$ cat config.mk
export PLATFORM = sky130hd
export DESIGN_NAME = inst_fetch
export DESIGN_NICKNAME = d
export VERILOG_FILES = /design/src/rtl/inst_fetch.sv
export SDC_FILE = /design/constraint.sdc
export NUM_CORES = 1
export LEC_CHECK = 0
export ABC_AREA = 1
export BUFFER_PORTS_ARGS = -buffer_cell sky130_fd_sc_hd__buf_2
export CAP_MARGIN = 20
export CELL_PAD_IN_SITES_DETAIL_PLACEMENT = 1
export CELL_PAD_IN_SITES_GLOBAL_PLACEMENT = 1
export CORE_MARGIN = 5
export CORE_UTILIZATION = 45
export CTS_CLUSTER_SIZE = 20
export DETAILED_ROUTE_END_ITERATION = 8
export GPL_TIMING_DRIVEN = 0
export PLACE_DENSITY = 0.9
export SLEW_MARGIN = 20
export SYNTH_ARGS = -nofsm -noshare
export SYNTH_HDL_FRONTEND = slang
export SYNTH_SLANG_ARGS = --single-unit
$ cat constraint.sdc
create_clock -name clk -period 4.5 [get_ports clk]
set_clock_uncertainty 0.1 [all_clocks]
set_input_delay 0.9 -clock clk [delete_from_list [all_inputs] [get_ports clk]]
set_output_delay 0.9 -clock clk [all_outputs]
set_load 0.05 [all_outputs]
$ cat src/rtl/inst_fetch.sv
// inst_fetch: instruction-fetch initiator for the RAM instruction port.
// Owns the program counter, presents a registered fetch address, captures the
// RAM response one cycle later into a small prefetch FIFO, and hands
// instructions to decode over a valid/ready handshake. A redirect flushes the
// buffer, drops any in-flight response and restarts fetch at a new PC.
//
// Optional build macro:
//   INST_FETCH_PERF_EN - adds the stall_cnt port, a saturating count of
//                        cycles spent with the buffer full.
//
// DEPTH must be a power of two between 2 and 16 so the FIFO pointers can wrap
// naturally.

module inst_fetch #(
  parameter int          DEPTH    = 4,
  parameter logic [15:0] RESET_PC = 16'h0000,
  parameter logic [15:0] PC_STEP  = 16'd2
) (
  input  logic        clk,
  input  logic        rst,
  output logic [15:0] instAddr,
  input  logic [31:0] instOut,
  input  logic        redirect,
  input  logic [15:0] redirect_pc,
  output logic        inst_valid,
  output logic [31:0] inst,
  output logic [15:0] inst_pc,
  input  logic        inst_ready
`ifdef INST_FETCH_PERF_EN
  ,
  output logic [15:0] stall_cnt
`endif
);

  localparam int PTR_W = $clog2(DEPTH);
  localparam int CNT_W = $clog2(DEPTH + 1);

  typedef logic [PTR_W-1:0] ptrT;
  typedef logic [CNT_W-1:0] cntT;

  typedef enum logic [1:0] {
    sReset,
    sRun,
    sFull
  } fetchState;

  typedef struct packed {
    logic [31:0] word;
    logic [15:0] pc;
  } fifoEntry;

  // Registered state
  fetchState   state;
  logic [15:0] pc;         // PC of the next request to issue
  logic        inflight;   // a response arrives on instOut this cycle
  logic [15:0] tagPc;      // PC of the in-flight request
  cntT         count;      // buffered instructions
  ptrT         rdPtr;
  ptrT         wrPtr;
  fifoEntry    mem [DEPTH];

  // Next-state and control
  fetchState   stateNext;
  logic [15:0] pcNext;
  cntT         countNext;
  cntT         occupancy;
  cntT         occupancyNext;
  logic        issue;
  logic        push;
  logic        pop;
  fifoEntry    head;

  assign occupancy = count + cntT'(inflight);

  // A full state means no room was predicted for this cycle; the room test is
  // kept as well so the issue rule reads exactly like its definition.
  assign issue = (state != sFull) && (occupancy < cntT'(DEPTH)) && !redirect;

  // Redirect beats both push and pop: the response in flight is dropped and
  // the head is not consumed.
  assign push = inflight && !redirect;
  assign pop  = inst_valid && inst_ready && !redirect;

  // Next-state computation for counters, PC and the fetch FSM.
  // NOTE: combinational logic uses blocking assignments and gives every output
  // a default first, so no latch can be inferred on an unlisted path.
  always_comb begin
    countNext = count;
    if (redirect) begin
      countNext = '0;
    end else if (push && !pop) begin
      countNext = count + cntT'(1);
    end else if (pop && !push) begin
      countNext = count - cntT'(1);
    end

    pcNext = pc;
    if (redirect) begin
      pcNext = redirect_pc;
    end else if (issue) begin
      pcNext = pc + PC_STEP;  // wraps modulo 2^16
    end

    occupancyNext = countNext + cntT'(issue);

    stateNext = sRun;
    if (!redirect && (occupancyNext == cntT'(DEPTH))) begin
      stateNext = sFull;
    end
  end

  // Fetch FSM, PC, request tracking and FIFO bookkeeping.
  // NOTE: sequential state uses non-blocking assignments so every register
  // samples the pre-edge values regardless of statement order.
  always_ff @(posedge clk) begin
    if (rst) begin
      state    <= sReset;
      pc       <= RESET_PC;
      instAddr <= RESET_PC;
      inflight <= 1'b0;
      tagPc    <= '0;
      count    <= '0;
      rdPtr    <= '0;
      wrPtr    <= '0;
    end else begin
      state    <= stateNext;
      pc       <= pcNext;
      inflight <= issue;
      count    <= countNext;

      if (issue) begin
        tagPc <= pc;
      end

      // The address register is loaded with the PC that will be issued next
      // cycle; when the buffer is about to be full it keeps the last issued
      // address instead.
      if (stateNext != sFull) begin
        instAddr <= pcNext;
      end

      if (redirect) begin
        rdPtr <= '0;
        wrPtr <= '0;
      end else begin
        if (push) begin
          wrPtr <= wrPtr + ptrT'(1);
        end
        if (pop) begin
          rdPtr <= rdPtr + ptrT'(1);
        end
      end
    end
  end

  // Capture RAM responses at the FIFO tail.
  // NOTE: the storage array has no reset; count and the pointers decide what
  // is visible, and the outputs are gated while the buffer is empty.
  always_ff @(posedge clk) begin
    if (!rst && push) begin
      mem[wrPtr] <= '{word: instOut, pc: tagPc};
    end
  end

  assign head       = mem[rdPtr];
  assign inst_valid = (count != '0);
  assign inst       = inst_valid ? head.word : 32'h0;
  assign inst_pc    = inst_valid ? head.pc : 16'h0;

`ifdef INST_FETCH_PERF_EN
  // Saturating count of cycles spent with the buffer full; redirects do not
  // clear it.
  always_ff @(posedge clk) begin
    if (rst) begin
      stall_cnt <= '0;
    end else if ((state == sFull) && (stall_cnt != 16'hFFFF)) begin
      stall_cnt <= stall_cnt + 16'd1;
    end
  end
`endif

endmodule

== Word level (Yosys, flattened, before mapping) ==
Memories as Yosys holds them, arrays and structs flattened. A register that Yosys moved wholly into a read port is not among the register bits.
Cells that the tools add are included.

* Flip-flop bits (word level): 58
* Bits in latches: 0
* Memory bits (writable): 192
* Memory bits (read-only): 0
* Input bits: 52
* Word-level logic and storage cells: 47
* Memories: 1

* Add/sub/neg operators: 7
* Multiply operators: 0
* Divide/modulo/power cells: 0
* Order comparisons: 1
* Eq/ne operators: 3
* Shift-type cells: 0
* Mux-type cells: 12
* Bitwise operators: 0
* Reductions and logical operators: 15

{| class="wikitable"
|+ Memories
! memory !! depth !! width !! read ports !! clocked after memory_dff !! write ports !! RTL line !! source
|-
| mem || 4 || 48 || 1 || 1 || 1 || 60 || <nowiki>fifoEntry mem [DEPTH];</nowiki>
|}

{| class="wikitable"
|+ Operators by type and width
! kind !! number
|-
| $mux 16 || 3
|-
| $mux 32 || 1
|-
| $add 16x2->16 const B || 1
|-
| $logic_and 1x1->1 || 9
|-
| $mux 3 || 3
|-
| $add 3x1->3 || 2
|-
| $mux 2 || 3
|-
| $add 2x1->2 const B || 2
|-
| $logic_not 1->1 || 4
|-
| $ne 2x2->1 const B || 2
|-
| $add 3x1->3 const B || 1
|-
| $eq 3x3->1 const B || 1
|-
| $lt 3x3->1 const B || 1
|-
| $reduce_bool 3->1 || 1
|-
| $sub 3x1->3 const B || 1
|-
| $mux 1 || 2
|-
| $reduce_or 2->1 || 1
|}

== Logic depth before layout (Yosys ltp) ==
Gate-level depths: netlist of run 1.

* Depth in word-level cells: 12
* Mapped depth: 19
* Mapped depth without buffers: 18

== Worst setup path before layout of run 1 ==
No wires, ideal clock.

* Path type: input-to-reg
* From: input redirect
* To: memory mem[0][0] in the netlist's numbering (enable)
* Library setup time: 454 ps
* Data arrival time: 3482 ps
* Data required time: 3946 ps
* Slack: 464 ps
* Cell stages on the path: 4
* Path buffers: 1
* Path through: clkbuf_1 > nor2_1 > nand2_1 > nor2_1

* Word-level cells in the longest chain between the ends: 5

{| class="wikitable"
|+ RTL lines
! item !! RTL line !! source
|-
| start, declared || 23 || <nowiki>input logic redirect,</nowiki>
|-
| $logic_not 1->1 || 81 || <nowiki>assign push = inflight && !redirect;</nowiki>
|-
| $logic_and 1x1->1 || 81 ||
|-
| $logic_and 1x1->1 || 160 || <nowiki>if (!rst && push) begin</nowiki>
|-
| $mux 1 || 160 ||
|-
| $mux 1 (implied by the code) || 161 || <nowiki>mem[wrPtr] <= '{word: instOut, pc: tagPc};</nowiki>
|-
| end, declared || 60 ||
|}

Every way passes these cells.

==> flow_summary.json, run 1 <==
{
  "outcome": "complete, no violations",
  "rsz0062_at_grt": "no",
  "io_pins": 117,
  "end_kind": "output pin",
  "leakage_nw": 4.83,
  "slew_viol_final": 0,
  "fp.dieH_um": 162,
  "die-area_sq_um": 26200,
  "fin_nets": 1220,
  "layout-drive-gt1-share_pct": 16.6,
  "grt_max_degree": 24,
  "hold_viol_final": 0,
  "cts_resized": 0,
  "fin_crit_ps": 4100,
  "clock_power_share_pct": 43.0,
  "finalCritPeriodShare_pct": 91.0,
  "io_buffers": 116,
  "p_sw_share_pct": 22.6,
  "syn-cell-area_sq_um": 10400,
  "drtPass1Iterations": 4,
  "fin_tns_setup_ps": 0,
  "yosysWarnings": 0,
  "overflow": 0,
  "grt_pass1_vias": 8702,
  "fmax_mhz": 244,
  "syn_to_final_growth_pct": 20.1,
  "p_int_mw": 3.94,
  "synth_cells": 1005,
  "ys_seq_area_share_pct": 67.2,
  "pwr-share-seq_pct": 50.6,
  "placed_area_sq_um": 11600,
  "wl_per_cell_um": 20.7,
  "rows": 55,
  "hp-class": "reg -> reg",
  "postCtsHoldBufs": 0,
  "final_common_cell": "nor2_1",
  "avgSynthCellArea_sq_um": 10.3,
  "clock_latency_ps": 530,
  "synth.distinct_cells": 32,
  "worstPathArrival_ps": 3100,
  "ys_ff_latch": 252,
  "tightest_slew_ps": 695,
  "cp-start-kind": "flop",
  "cts_sinks": 252,
  "hold_start": "instAddr[7]",
  "pwr-share-comb_pct": 6.4,
  "fillCellCount": 2507,
  "p_total_mw": 5.09,
  "track_usage_pct": 22.7,
  "ant_nets": 0,
  "antenna_cells": 0,
  "cts_buffer_depth": 3,
  "final-instance-count-excl-fill": 1462,
  "fin_worst_hold_slack_ps": 367,
  "cp.required_ps": 3500,
  "die_w_um": 162,
  "grt_pass1_wl_um": 47700,
  "antenna_found_initial": 1,
  "initial_core_util_pct": 45.8,
  "dp.final_hpwl_um": 20900,
  "drtIter0Drc": 431,
  "worstSetupPathType": "reg -> out",
  "p_per_area_nw_per_um2": 408,
  "post_cts_buffers": 0,
  "fin_util_pct": 55.0,
  "crit_path_max_fanout": 10,
  "vias": 8037,
  "via_per_inst": 5.50,
  "h-tree-depth": 1,
  "post-route-cell-area_sq_um": 12500,
  "post-route-drc-count": 0,
  "clkTransAtPathRegs_ps": 60,
  "dp.cells": 1415,
  "numCtsBuffers": 26,
  "fp.coreArea_sq_um": 22600,
  "synth_nets": 1067,
  "setup_violations": 0,
  "cts_tree": "built",
  "root_buffer": "clkbuf_16",
  "drv_cap": 0,
  "p_switching_mw": 1.15,
  "r2r-start": "count[0]",
  "final_cell_mix": "222 x nor2_1, 192 x edfxtp_1, 133 x nand2_1",
  "slew_headroom_pct": 53.7,
  "setup_slack_ps": 403,
  "dp_slack_ps": 546,
  "wirelength_um": 30200,
  "ir_worst_vdd_v": 0.000251,
  "gp_congestion": 0.884
}
[power by group through the flow]
| stage | registers (mW) | clock network, mW | logic, mW |
|---|---|---|---|
| final | 2.58 | 2.19 | 0.324 |
| after detailed placement | 2.62 | 0 | 0.320 |
| after CTS | 2.58 | 2.22 | 0.324 |
| after floorplan | 2.64 | 0 | 0.172 |
| after global routing | 2.58 | 2.32 | 0.350 |
| after global placement | 2.62 | 0 | 0.301 |
[worst paths after layout]
path                       to  slack, ps  cells past startpoint
hold / removal    instAddr[7]        370                      2
hold reg to reg   instAddr[7]        370                      2
setup / recovery   inst_pc[3]        400                      7
setup reg to reg  instAddr[7]        990                     17
[cell usage after synthesis (all sizes together)]
cell | instances | share of area [%]
xnor2 | 1 | 0.084
nor2 | 231 | 8.7
o21ai | 117 | 5.6
nand4 | 10 | 0.72
inv | 45 | 1.6
nand2 | 137 | 5.1
ha | 10 | 1.2
o211ai | 2 | 0.14
xor2 | 6 | 0.51
a31oi | 1 | 0.060
or2 | 1 | 0.060
nor4 | 1 | 0.060
edfxtp | 192 | 56
a21oi | 79 | 3.8
dfxtp | 60 | 12
nor3 | 2 | 0.097
a211oi | 1 | 0.072
buf | 17 | 0.87
nand3b | 1 | 0.072
clkbuf | 37 | 1.3
nand3 | 54 | 2.7
[registers in the layout, indices dropped and copies added (netlist names), named ones only]
register and count:
state 2, pc 16, instAddr 16, inflight 1, mem 192, wrPtr 2
count 3, tagPc 16, rdPtr 2
[cell families after synthesis]
group                    count (synthesis)  share of synthesized area, %
AND/OR/NAND/NOR                        437                          17.5
flip-flops                             252                          67.2
AO/OA/AOI/OAI                          200                          9.74
buffers and inverters                   99                          3.84
adder cells (fa/ha/maj)                 10                          1.21
XOR/XNOR                                 7                         0.591
[layout make-up]
class                   instances  area (sq um)  share of cell area, %
flip-flops and latches        252          6970                   55.9
clock inverters                 8          90.1                  0.723
well taps                     285           357                   2.86
plain buffers                  54           229                   1.84
multi-input cells             654          3040                   24.4
clock buffers                  39           783                   6.29
repair buffers                125           821                   6.59
inverters                      45           169                   1.36
[critical path: stages, from the launching register on]
cell      delay (ps)
dfxtp_1          290
clkbuf_1         210
inv_1            250
clkbuf_1         460
clkbuf_1         460
o21ai_0          270
a21oi_1          300
buf_2            330
[metal layers]
| metal | track usage (%) | up-vias | share of wire (%) |
|---|---|---|---|
| met5 | 0 | - | 0.043 |
| met4 | 6.11 | 2 | 2.2 |
| met1 | 28.7 | 3943 | 41 |
| li1 | - | 3752 | - |
| met3 | 3.50 | 52 | 5.5 |
| met2 | 40.7 | 288 | 51 |
Power figures use the tool's default switching activity.
==> run 2, diff against run 1 <==
--- a/config.mk
+++ b/config.mk
@@ -14,7 +14,6 @@
 export CORE_UTILIZATION = 45
 export CTS_CLUSTER_SIZE = 20
 export DETAILED_ROUTE_END_ITERATION = 8
-export GPL_TIMING_DRIVEN = 0
 export PLACE_DENSITY = 0.9
 export SLEW_MARGIN = 20
 export SYNTH_ARGS = -nofsm -noshare
==> run 2 against run 1 <==
  * Maximum frequency rose by 8.8%
  * Sequential power about the same
  * Combinational power fell by 6.2%
  * Die area stayed put
  * Non-clock buffer count fell by 51
  * Largest cell class unchanged
  * Highest routed layer is now met4
==> flow_summary.json, run 2 (synthesis gave the netlist of run 1 again) <==
{
  "p_switching_mw": 1.11,
  "fp.coreArea_sq_um": 22600,
  "largest_register_ffs": 192,
  "post_cts_buffers": 0,
  "root_buffer": "clkbuf_16",
  "cts_buffer_depth": 3,
  "fp.dieH_um": 162,
  "tightest_slew_ps": 799,
  "final_common_cell": "nor2_1",
  "layout-drive-gt1-share_pct": 17.0,
  "finalCritPeriodShare_pct": 83.7,
  "top_register": "mem",
  "max_stage_delay_ps": 690,
  "track_usage_pct": 20.0,
  "via_per_inst": 5.41,
  "dp.final_hpwl_um": 16600,
  "wl_per_cell_um": 18.8,
  "io_pins": 117,
  "fin_tns_setup_ps": 0,
  "die-area_sq_um": 26200,
  "fin_nets": 1170,
  "hp-class": "reg -> reg",
  "leakage_nw": 4.69,
  "end_kind": "output pin",
  "p_int_mw": 3.87,
  "grt_max_degree": 50,
  "slew_viol_final": 0,
  "grt_pass1_vias": 8253,
  "cp_cell_sequence": "buf_4, nor2_1, nor2_1, o21ai_0, a21oi_1, buf_2",
  "numCtsBuffers": 27,
  "die_w_um": 162,
  "cpMostUsedCell": "nor2_1",
  "initial_core_util_pct": 45.8,
  "io_buffers": 116,
  "fmax_mhz": 266,
  "crit_slowest_cell": "dfxtp_4",
  "gp_congestion": 0.874,
  "vias": 7651,
  "hold_viol_final": 0,
  "post-route-drc-count": 0,
  "postCtsHoldBufs": 0,
  "grt_pass1_wl_um": 42800,
  "syn_to_final_growth_pct": 16.6,
  "drtPass1Iterations": 4,
  "clock_latency_ps": 520,
  "wirelength_um": 26600,
  "pwr-share-comb_pct": 6.1,
  "slew_headroom_pct": 46.7,
  "setup_violations": 0,
  "outcome": "complete, no violations",
  "ir_worst_vdd_v": 0.000256,
  "cp-start-kind": "flop",
  "drv_cap": 0,
  "h-tree-depth": 1,
  "worstSetupPathType": "reg -> out",
  "clkTransAtPathRegs_ps": 60,
  "antenna_found_initial": 1,
  "final_cell_mix": "222 x nor2_1, 192 x edfxtp_1, 133 x nand2_1",
  "cts_tree": "built",
  "rsz0062_at_grt": "no",
  "pwr-share-seq_pct": 51.7,
  "drtIter0Drc": 605,
  "ant_nets": 0,
  "rows": 55,
  "p_sw_share_pct": 22.3,
  "fin_crit_ps": 3770,
  "crit_path_max_fanout": 49,
  "worstPathArrival_ps": 2770,
  "p_per_area_nw_per_um2": 412,
  "cts_sinks": 252,
  "overflow": 0,
  "cp.required_ps": 3500,
  "fin_util_pct": 53.4,
  "cts_resized": 0,
  "clock_power_share_pct": 42.1
}
==> run 2: cell count changes in the layout (fill, tap and decap cells not counted), sizes merged <==
cell    change
buf        -14
bufinv      -2
clkbuf     -32
clkinv      -1
diode       +1
==> run 2: final cells by class <==
cell class | count | area (sq um)
Sequential cell | 252 | 6970
Multi-Input combinational cell | 654 | 3040
Timing Repair Buffer | 128 | 696
Clock buffer | 44 | 831
Fill cell | 2497 | 10500
Inverter | 45 | 169
Tap cell | 285 | 357
Clock inverter | 5 | 23.8
Antenna cell | 1 | 2.50
==> run 2: final timing paths <==
| kind | slack [ps] | cells past startpoint | from | end |
|---|---|---|---|---|
| worst max-delay path | 730 | 6 | flop | inst_pc[5] |
| worst min-delay path | 370 | 2 | instAddr[12] | instAddr[12] |
| worst max register to register | 1370 | 17 | count[0] | instAddr[4] |
| worst min register to register | 370 | 2 | instAddr[12] | instAddr[12] |
==> run 2: power groups by stage <==
stage	sequential, mW	combinational [mW]	clock [mW]
3_5_place_dp	2.62	0.303	0
2_1_floorplan	2.64	0.172	0
3_3_place_gp	2.62	0.292	0
4_1_cts	2.57	0.306	2.15
6_report	2.58	0.304	2.10
5_1_grt	2.58	0.331	2.27
==> run 2: critical path, delay by kind of cell, from the launching register on <==
| family | cells | cell delay (ps) |
|---|---|---|
| AOI/OAI and AO/OA | 2 | 380 |
| buffers and inverters | 2 | 880 |
| DFF | 1 | 690 |
| and+or+nand+nor | 2 | 210 |
==> run 2: stage by stage <==
stage / hold slack [ps] / worst slack [ps] / cells / instance area (sq um) / total power [mW]
after detailed placement: 358 / 483 / 1364 / 11200 / 2.93
after global placement: 348 / 610 / 1364 / 11200 / 2.91
final: 366 / 734 / 1414 / 12100 / 4.98
after CTS: 373 / 720 / 1413 / 12100 / 5.03
after floorplan: 333 / 464 / 1005 / 10400 / 2.82
after global routing: 396 / 536 / 1414 / 12100 / 5.18
==> run 2: metal layers <==
layer  vias up  wire [um]  GRT usage (%)
li1       3645          -              -
met2       200      13400           36.3
met4         0        335           3.88
met5         -          0              0
met3        25       1450           3.27
met1      3781      11500           25.6
